===== config.mk =====
export PLATFORM = sky130hd
export DESIGN_NAME = seg7x16
export DESIGN_NICKNAME = d
export VERILOG_FILES = /design/src/rtl/seg7_pkg.sv /design/src/rtl/seg7_hex_decode.sv /design/src/rtl/seg7x16.sv
export SDC_FILE = /design/constraint.sdc
export NUM_CORES = 1
export LEC_CHECK = 0
export BUFFER_PORTS_ARGS = -buffer_cell sky130_fd_sc_hd__buf_2
export CAP_MARGIN = 10
export CORE_AREA = 2 2 119 121
export DETAILED_ROUTE_END_ITERATION = 6
export DIE_AREA = 0 0 121 123
export PLACE_DENSITY = 0.58
export SLEW_MARGIN = 30
export SYNTH_ARGS = -nofsm -noshare
export SYNTH_HDL_FRONTEND = slang
export SYNTH_SLANG_ARGS = --single-unit
export TNS_END_PERCENT = 10

===== constraint.sdc =====
create_clock -name clk -period 2.7 [get_ports clk]
set_input_delay 0.405 -clock clk [delete_from_list [all_inputs] [get_ports clk]]
set_output_delay 0.405 -clock clk [all_outputs]
set_load 0.02 [all_outputs]

===== src/rtl/seg7_pkg.sv =====
// Shared constants for the 8-digit seven-segment scanner: hex glyph table,
// blank pattern and the default scan divider width.
package seg7_pkg;

    localparam int SCAN_W_DEF = 15;

    localparam logic [7:0] SEG_BLANK = 8'hFF;

    // Active-low glyphs for 0..F, bit order {dp,g,f,e,d,c,b,a}; dp is always off.
    localparam logic [7:0] HEX_SEG [16] = '{
        8'hC0, 8'hF9, 8'hA4, 8'hB0,
        8'h99, 8'h92, 8'h82, 8'hF8,
        8'h80, 8'h90, 8'h88, 8'h83,
        8'hC6, 8'hA1, 8'h86, 8'h8E
    };

endpackage


===== src/rtl/seg7_hex_decode.sv =====
// Combinational nibble to active-low seven-segment glyph lookup.
module seg7_hex_decode
    import seg7_pkg::*;
(
    input  logic [3:0] nib,
    output logic [7:0] seg
);

    assign seg = HEX_SEG[nib];

endmodule


===== src/rtl/seg7x16.sv =====
// Time-multiplexed driver for eight seven-segment digits, either hex-decoded
// from a 32-bit word or raw segment bytes from a 64-bit word.
module seg7x16
    import seg7_pkg::*;
#(
    parameter int SCAN_W = SCAN_W_DEF
) (
    input  logic        clk,
    input  logic        rst,
    input  logic [63:0] i_data,
    input  logic        disp_mode,
    output logic [7:0]  o_seg,
    output logic [7:0]  o_sel
);

    localparam logic [SCAN_W-1:0] DIV_ONE = {{(SCAN_W-1){1'b0}}, 1'b1};

    logic [SCAN_W-1:0] div_p0;
    logic [2:0]        idx_p0;
    logic              vld_p0;
    logic [63:0]       data_p0;
    logic              mode_p0;

    logic [3:0]        nib;
    logic [7:0]        raw_byte;
    logic [7:0]        hex_seg;
    logic [7:0]        seg_next;
    logic [7:0]        sel_next;

    assign nib      = data_p0[{idx_p0, 2'b00} +: 4];
    assign raw_byte = data_p0[{idx_p0, 3'b000} +: 8];

    seg7_hex_decode u_hex_decode (
        .nib (nib),
        .seg (hex_seg)
    );

    // vld_p0 holds the display blank for the first edge after reset, so
    // digit 0 lights one edge after its captured data is available.
    always_comb begin
        sel_next = SEG_BLANK;
        seg_next = SEG_BLANK;
        if (vld_p0) begin
            sel_next = ~(8'h01 << idx_p0);
            seg_next = mode_p0 ? raw_byte : hex_seg;
        end
    end

    // Stage p0: divider, digit index and input capture; outputs registered after.
    always_ff @(posedge clk) begin
        if (rst) begin
            div_p0  <= '0;
            idx_p0  <= '0;
            vld_p0  <= 1'b0;
            data_p0 <= '0;
            mode_p0 <= 1'b0;
            o_sel   <= SEG_BLANK;
            o_seg   <= SEG_BLANK;
        end else begin
            div_p0  <= div_p0 + DIV_ONE;
            if (&div_p0)
                idx_p0 <= idx_p0 + 3'd1;
            vld_p0  <= 1'b1;
            data_p0 <= i_data;
            mode_p0 <= disp_mode;
            o_sel   <= sel_next;
            o_seg   <= seg_next;
        end
    end

endmodule


# After elaboration in Yosys (flattened, before gate mapping)
# Memories as Yosys holds them, arrays and structs flattened.
# Cells that the tools add are included.
word_totals:
  rom_bits: 128
  latch_bits: 0
  memories: 1
  ramBits: 0
  input_bits: 67
  reg_bits: 100
op_classes:
  mul: 0
  add_sub_neg: 2
  n_div: 0
  order_cmp: 1
  reduce_logical: 2
  eq_ne: 0
  n_shift: 3
  n_bitwise: 3
  n_mux: 4
memory_table:
  columns: ["name", "depth", "word_bits", "read_ports", "rd_ports_with_merged_regs", "write_ports", "line_no", "source"]
  rows:
  - ["(name not given)", 16, 8, 1, 0, 0, "seg7_hex_decode.sv:9", "assign seg = HEX_SEG[nib];"]
ops:
  columns: ["op", "n"]
  rows:
  - ["$shiftx 64x6->4", 1]
  - ["$shiftx 64x7->8", 1]
  - ["$mux 8", 3]
  - ["$add 15x1->15 const B", 1]
  - ["$reduce_and 15->1", 1]
  - ["$not 8->8", 1]
  - ["$shl 1x3->8 const A", 1]
  - ["$ge 5x5->1 const B", 1]
  - ["$not 4->5", 1]
  - ["$add 3x1->3 const B", 1]
  - ["$reduce_or 2->1", 1]
  - ["$mux 1", 1]
  - ["$not 1->1", 1]

# Logic depth before layout (Yosys ltp)
logic_depth:
  ltp_word: 6
  depth_mapped: 10
  mapped_depth_nobuf: 8

# Hierarchy
# From an unflattened synthesis, not the netlist that was laid out.
hier_totals:
  hier_cells: 402
  hier_area_um2: 4126.5
modules_own_cells:
  columns: ["module", "cells_each", "instances", "area_each_um2"]
  rows:
  - ["seg7x16", 365, 1, 3843.7]
  - ["seg7_hex_decode", 37, 1, 282.8]

# Least setup slack after synthesis
# Ideal clock, no wire load.
synth_timing:
  path_type: "reg2reg"
  startpoint: "register idx_p0[0]"
  endpoint: "register o_seg[6]"
  setup_ns: 0.127
  stages_incl_launch_ff: 9
  required_ns: 2.573
  t_arrival_ns: 2.247
  synth_period_minus_slack_ns: 2.375
  slack_ns: 0.325
  cell_sequence: "dfxtp_1 buf_6 mux4_2 mux2i_1 inv_1 ha_1 mux2_1 a221oi_1 a31oi_1"
synth_via:
  elab_chain_len: 6
  elab_cells_between_ends: 7
  classes_between: "2 x shift; 3 x mux; 1 x bitwise; 1 x memory"
synth_rtl:
  columns: ["element", "line_no", "source"]
  rows:
  - ["start, declared", "seg7x16.sv:19", "logic [2:0] idx_p0;"]
  - ["start signal, assigned", "seg7x16.sv:62", "idx_p0 <= idx_p0 + 3'd1;"]
  - ["$shiftx 64x6->4", "seg7x16.sv:30", "assign nib = data_p0[{idx_p0, 2'b00} +: 4];"]
  - ["$not 4->5 (implied by the code)", "seg7_hex_decode.sv:9", null]
  - ["$mem_v2 16x8", null, null]
  - ["$mux 8 (implied by the code) (2 in series)", "seg7_hex_decode.sv:9", null]
  - ["$mux 8 *", "seg7x16.sv:45", "seg_next = mode_p0 ? raw_byte : hex_seg;"]
  - ["end signal, assigned", "seg7x16.sv:67", "o_seg <= seg_next;"]
  - ["end, declared", "seg7x16.sv:12", "output logic [7:0] o_seg,"]
# Mark *: on every way between the ends. The rest lies on a longest branch, timed or not. The select of a mux whose other input is x is not followed.
# A chain may end at the register's enable or synchronous reset.

# Worst setup path in the final report
layout_timing:
  startpoint: "register idx_p0[0]"
  endpoint: "register o_seg[4]"
# Same word-level chain as after synthesis.

==> impl_metrics.env <==
export IMPL_status="completed"
export IMPL_finalCritPeriodShare_pct=89.64
export IMPL_hold_depth=2
export IMPL_synthArstFlopShare_pct=0
export IMPL_n_antenna_cell=0
export IMPL_drc_errors=0
export IMPL_grt_pass1_wl_um=12520
export IMPL_fin_setup_tns_ps=0
export IMPL_insertion_delay_ps=340
export IMPL_core_um2=13610
export IMPL_final_common_cell="dfxtp_1"
export IMPL_final_cell_area_um2=4912
export IMPL_cp_arrival_ps=2640
export IMPL_overflow=0
export IMPL_num_nets_final=513
export IMPL_crit_path_max_fanout=15
export IMPL_wl_per_cell_um=12.54
export IMPL_rows=43
export IMPL_endpoint_kind="flop"
export IMPL_maxCapViolCount=0
export IMPL_power_mw=3.088
export IMPL_dr_pass1_iters=4
export IMPL_synth_enable_flop_cells=0
export IMPL_clkTransAtPathRegs_ps=70
export IMPL_antenna_found_initial=0
export IMPL_pre_cts_ws_ps=305.6
export IMPL_finalSetupViolCount=0
export IMPL_vias=2669
export IMPL_fill_cells=1366
export IMPL_hold_class="in2reg"
export IMPL_cts_sinks=100
export IMPL_dp_hpwl_um=5938
export IMPL_die_h_um=123
export IMPL_ir_drop_v=0.0002631
export IMPL_h_tree_depth=3
export IMPL_crit_path_frequent_cell="buf_4"
export IMPL_syn_avg_cell_area_um2=11.36
export IMPL_cts_resized_gates=0
export IMPL_grt_pass1_vias=2655
export IMPL_drt_iter0_drc=90
export IMPL_syn_area_um2=4011
export IMPL_crit_type="reg2reg"
export IMPL_vias_per_cell=4.319
export IMPL_synthDistinctLibCells=40
export IMPL_die_area_um2=14880
export IMPL_cp_slowest_cell="mux4_2"
export IMPL_multi_input_area_um2=1859
export IMPL_fmax_mhz=413.2
export IMPL_syn_num_nets=433
export IMPL_finalMaxSlewViolations=0
export IMPL_placedCellCount=602
export IMPL_rsz0062_at_grt="false"
export IMPL_final_cells=618
export IMPL_most_common_layout_cells="99 x dfxtp_1, 82 x buf_2, 67 x nor2b_1"
export IMPL_drive_gt1_share_pct=31.05
export IMPL_placed_area_um2=4604
export IMPL_grt_usage_pct=10.88
export IMPL_ys_ff_latch=100
export IMPL_finalHoldViolations=0
export IMPL_final_setup_worst_slack_ps=279.6
export IMPL_place_gp_congestion=0.8387
export IMPL_cts_buffers=9
export IMPL_ant_nets=0
export IMPL_start_util_pct=29.47
export IMPL_syn_inst=353
export IMPL_grt_max_degree=84
export IMPL_clockBufferDepth=2
export IMPL_register_area_um2=2003
export IMPL_cts_tree="done"
export IMPL_synth_ff_type="dfxtp_1"
export IMPL_slowest_delay_ps=570
export IMPL_postCtsHoldBufs=0
export IMPL_ff2ff_path_depth=7
export IMPL_die_width_um=121
export IMPL_p_leak_nw=1.974
export IMPL_crit_path_start_kind="flop"
export IMPL_max_slew_margin_rel_pct=48.71
export IMPL_powerDensity_nw_per_um2=628.7
export IMPL_critPathRequiredTime_ps=2910
export IMPL_layout_min_cycle_time_ps=2420
export IMPL_cts_setup_buffers=0
export IMPL_fin_skew_ps=6.539
export IMPL_yosysSeqAreaShare_pct=49.91
export IMPL_synthToLayoutAreaGrowth_pct=22.46
export IMPL_ioPinCount=83
export IMPL_root_buffer="clkbuf_16"
export IMPL_ys_warn_count=0
export IMPL_worst_pin_slew_ps=769.3
export IMPL_worstPathCellList="buf_4, mux4_2, mux2i_4, buf_4, mux2i_1, a221oi_1, a31oi_1"
export IMPL_port_buffers=82
export IMPL_wirelength_um=7751
-- stage by stage --
stage,utilization [%],hold slack (ps)
after detailed placement,33.83,437.3
after global routing,36.09,261.2
after global placement,33.83,429.3
after CTS,36.09,240.0
after floorplan,-,417.5
final,36.09,252.8
-- routing by layer --
metal	track usage, %	part of all wire (%)	up-vias
met5	0	0	-
met3	2.399	4.2	10
li1	-	-	1358
met2	17.77	46	62
met4	4.797	1.8	0
met1	13.86	48	1239
-- flip-flops by register name, summed over array words and instances (netlist names) --
signal	cells
vld_p0	1
mode_p0	1
div_p0	15
o_seg	8
data_p0	64
o_sel	8
idx_p0	3
-- path summary, 6_finish.rpt --
check | startpoint | to | slack, ps
worst max register to register | idx_p0[0] | o_seg[4] | 280
worst min-delay path | rst | vld_p0 | 250
worst min register to register | div_p0[0] | div_p0[0] | 450
worst max-delay path | idx_p0[0] | o_seg[4] | 280
-- power breakdown --
group          total [mW]  internal [mW]  switching [mW]
Clock                1.31          0.734           0.573
Sequential           1.57           1.54          0.0271
Combinational       0.215          0.117          0.0978
Total                3.09           2.39           0.697
-- kinds of logic (layout without fill, tap and decap cells) --
logic type / Yosys count / after routing / synth area share (%)
XOR/XNOR: 12 / 12 / 2.620
flip-flops: 100 / 100 / 49.91
AND/OR/NAND/NOR: 139 / 139 / 18.96
multiplexers: 35 / 35 / 16.91
adder cells (fa/ha/maj): 13 / 13 / 4.055
AO/OA/AOI/OAI: 24 / 24 / 3.805
buffers and inverters: 30 / 115 / 3.743
-- critical path, delay by kind of cell (launching register included) --
family	cells	cell delay (ps)
mux	3	840
flops	1	500
buf+inv	2	550
compound gates	2	390
-- cell usage after synthesis (4+ instances only) --
| cell type | instances | area share [%] |
|---|---|---|
| mux2i_1 | 7 | 1.7 |
| ha_1 | 13 | 4.1 |
| buf_6 | 4 | 1.1 |
| xnor2_1 | 4 | 0.87 |
| nor2_1 | 19 | 1.8 |
| nand3_1 | 10 | 1.2 |
| dfxtp_1 | 100 | 50 |
| or3_1 | 4 | 0.62 |
| nand2_1 | 23 | 2.2 |
| clkbuf_1 | 10 | 0.94 |
| mux4_2 | 24 | 13 |
| xor2_1 | 8 | 1.7 |
| a21oi_1 | 7 | 0.87 |
| inv_1 | 8 | 0.75 |
| nor2b_1 | 67 | 10 |
-- layout make-up --
type / instances / area share (%)
Multi-Input combinational cell: 223 / 37.85
Inverter: 9 / 0.6877
Timing Repair Buffer: 90 / 9.832
Sequential cell: 100 / 40.78
Tap cell: 180 / 4.585
Clock buffer: 9 / 4.585
Clock inverter: 7 / 1.681
Power figures use the tool's default switching activity.
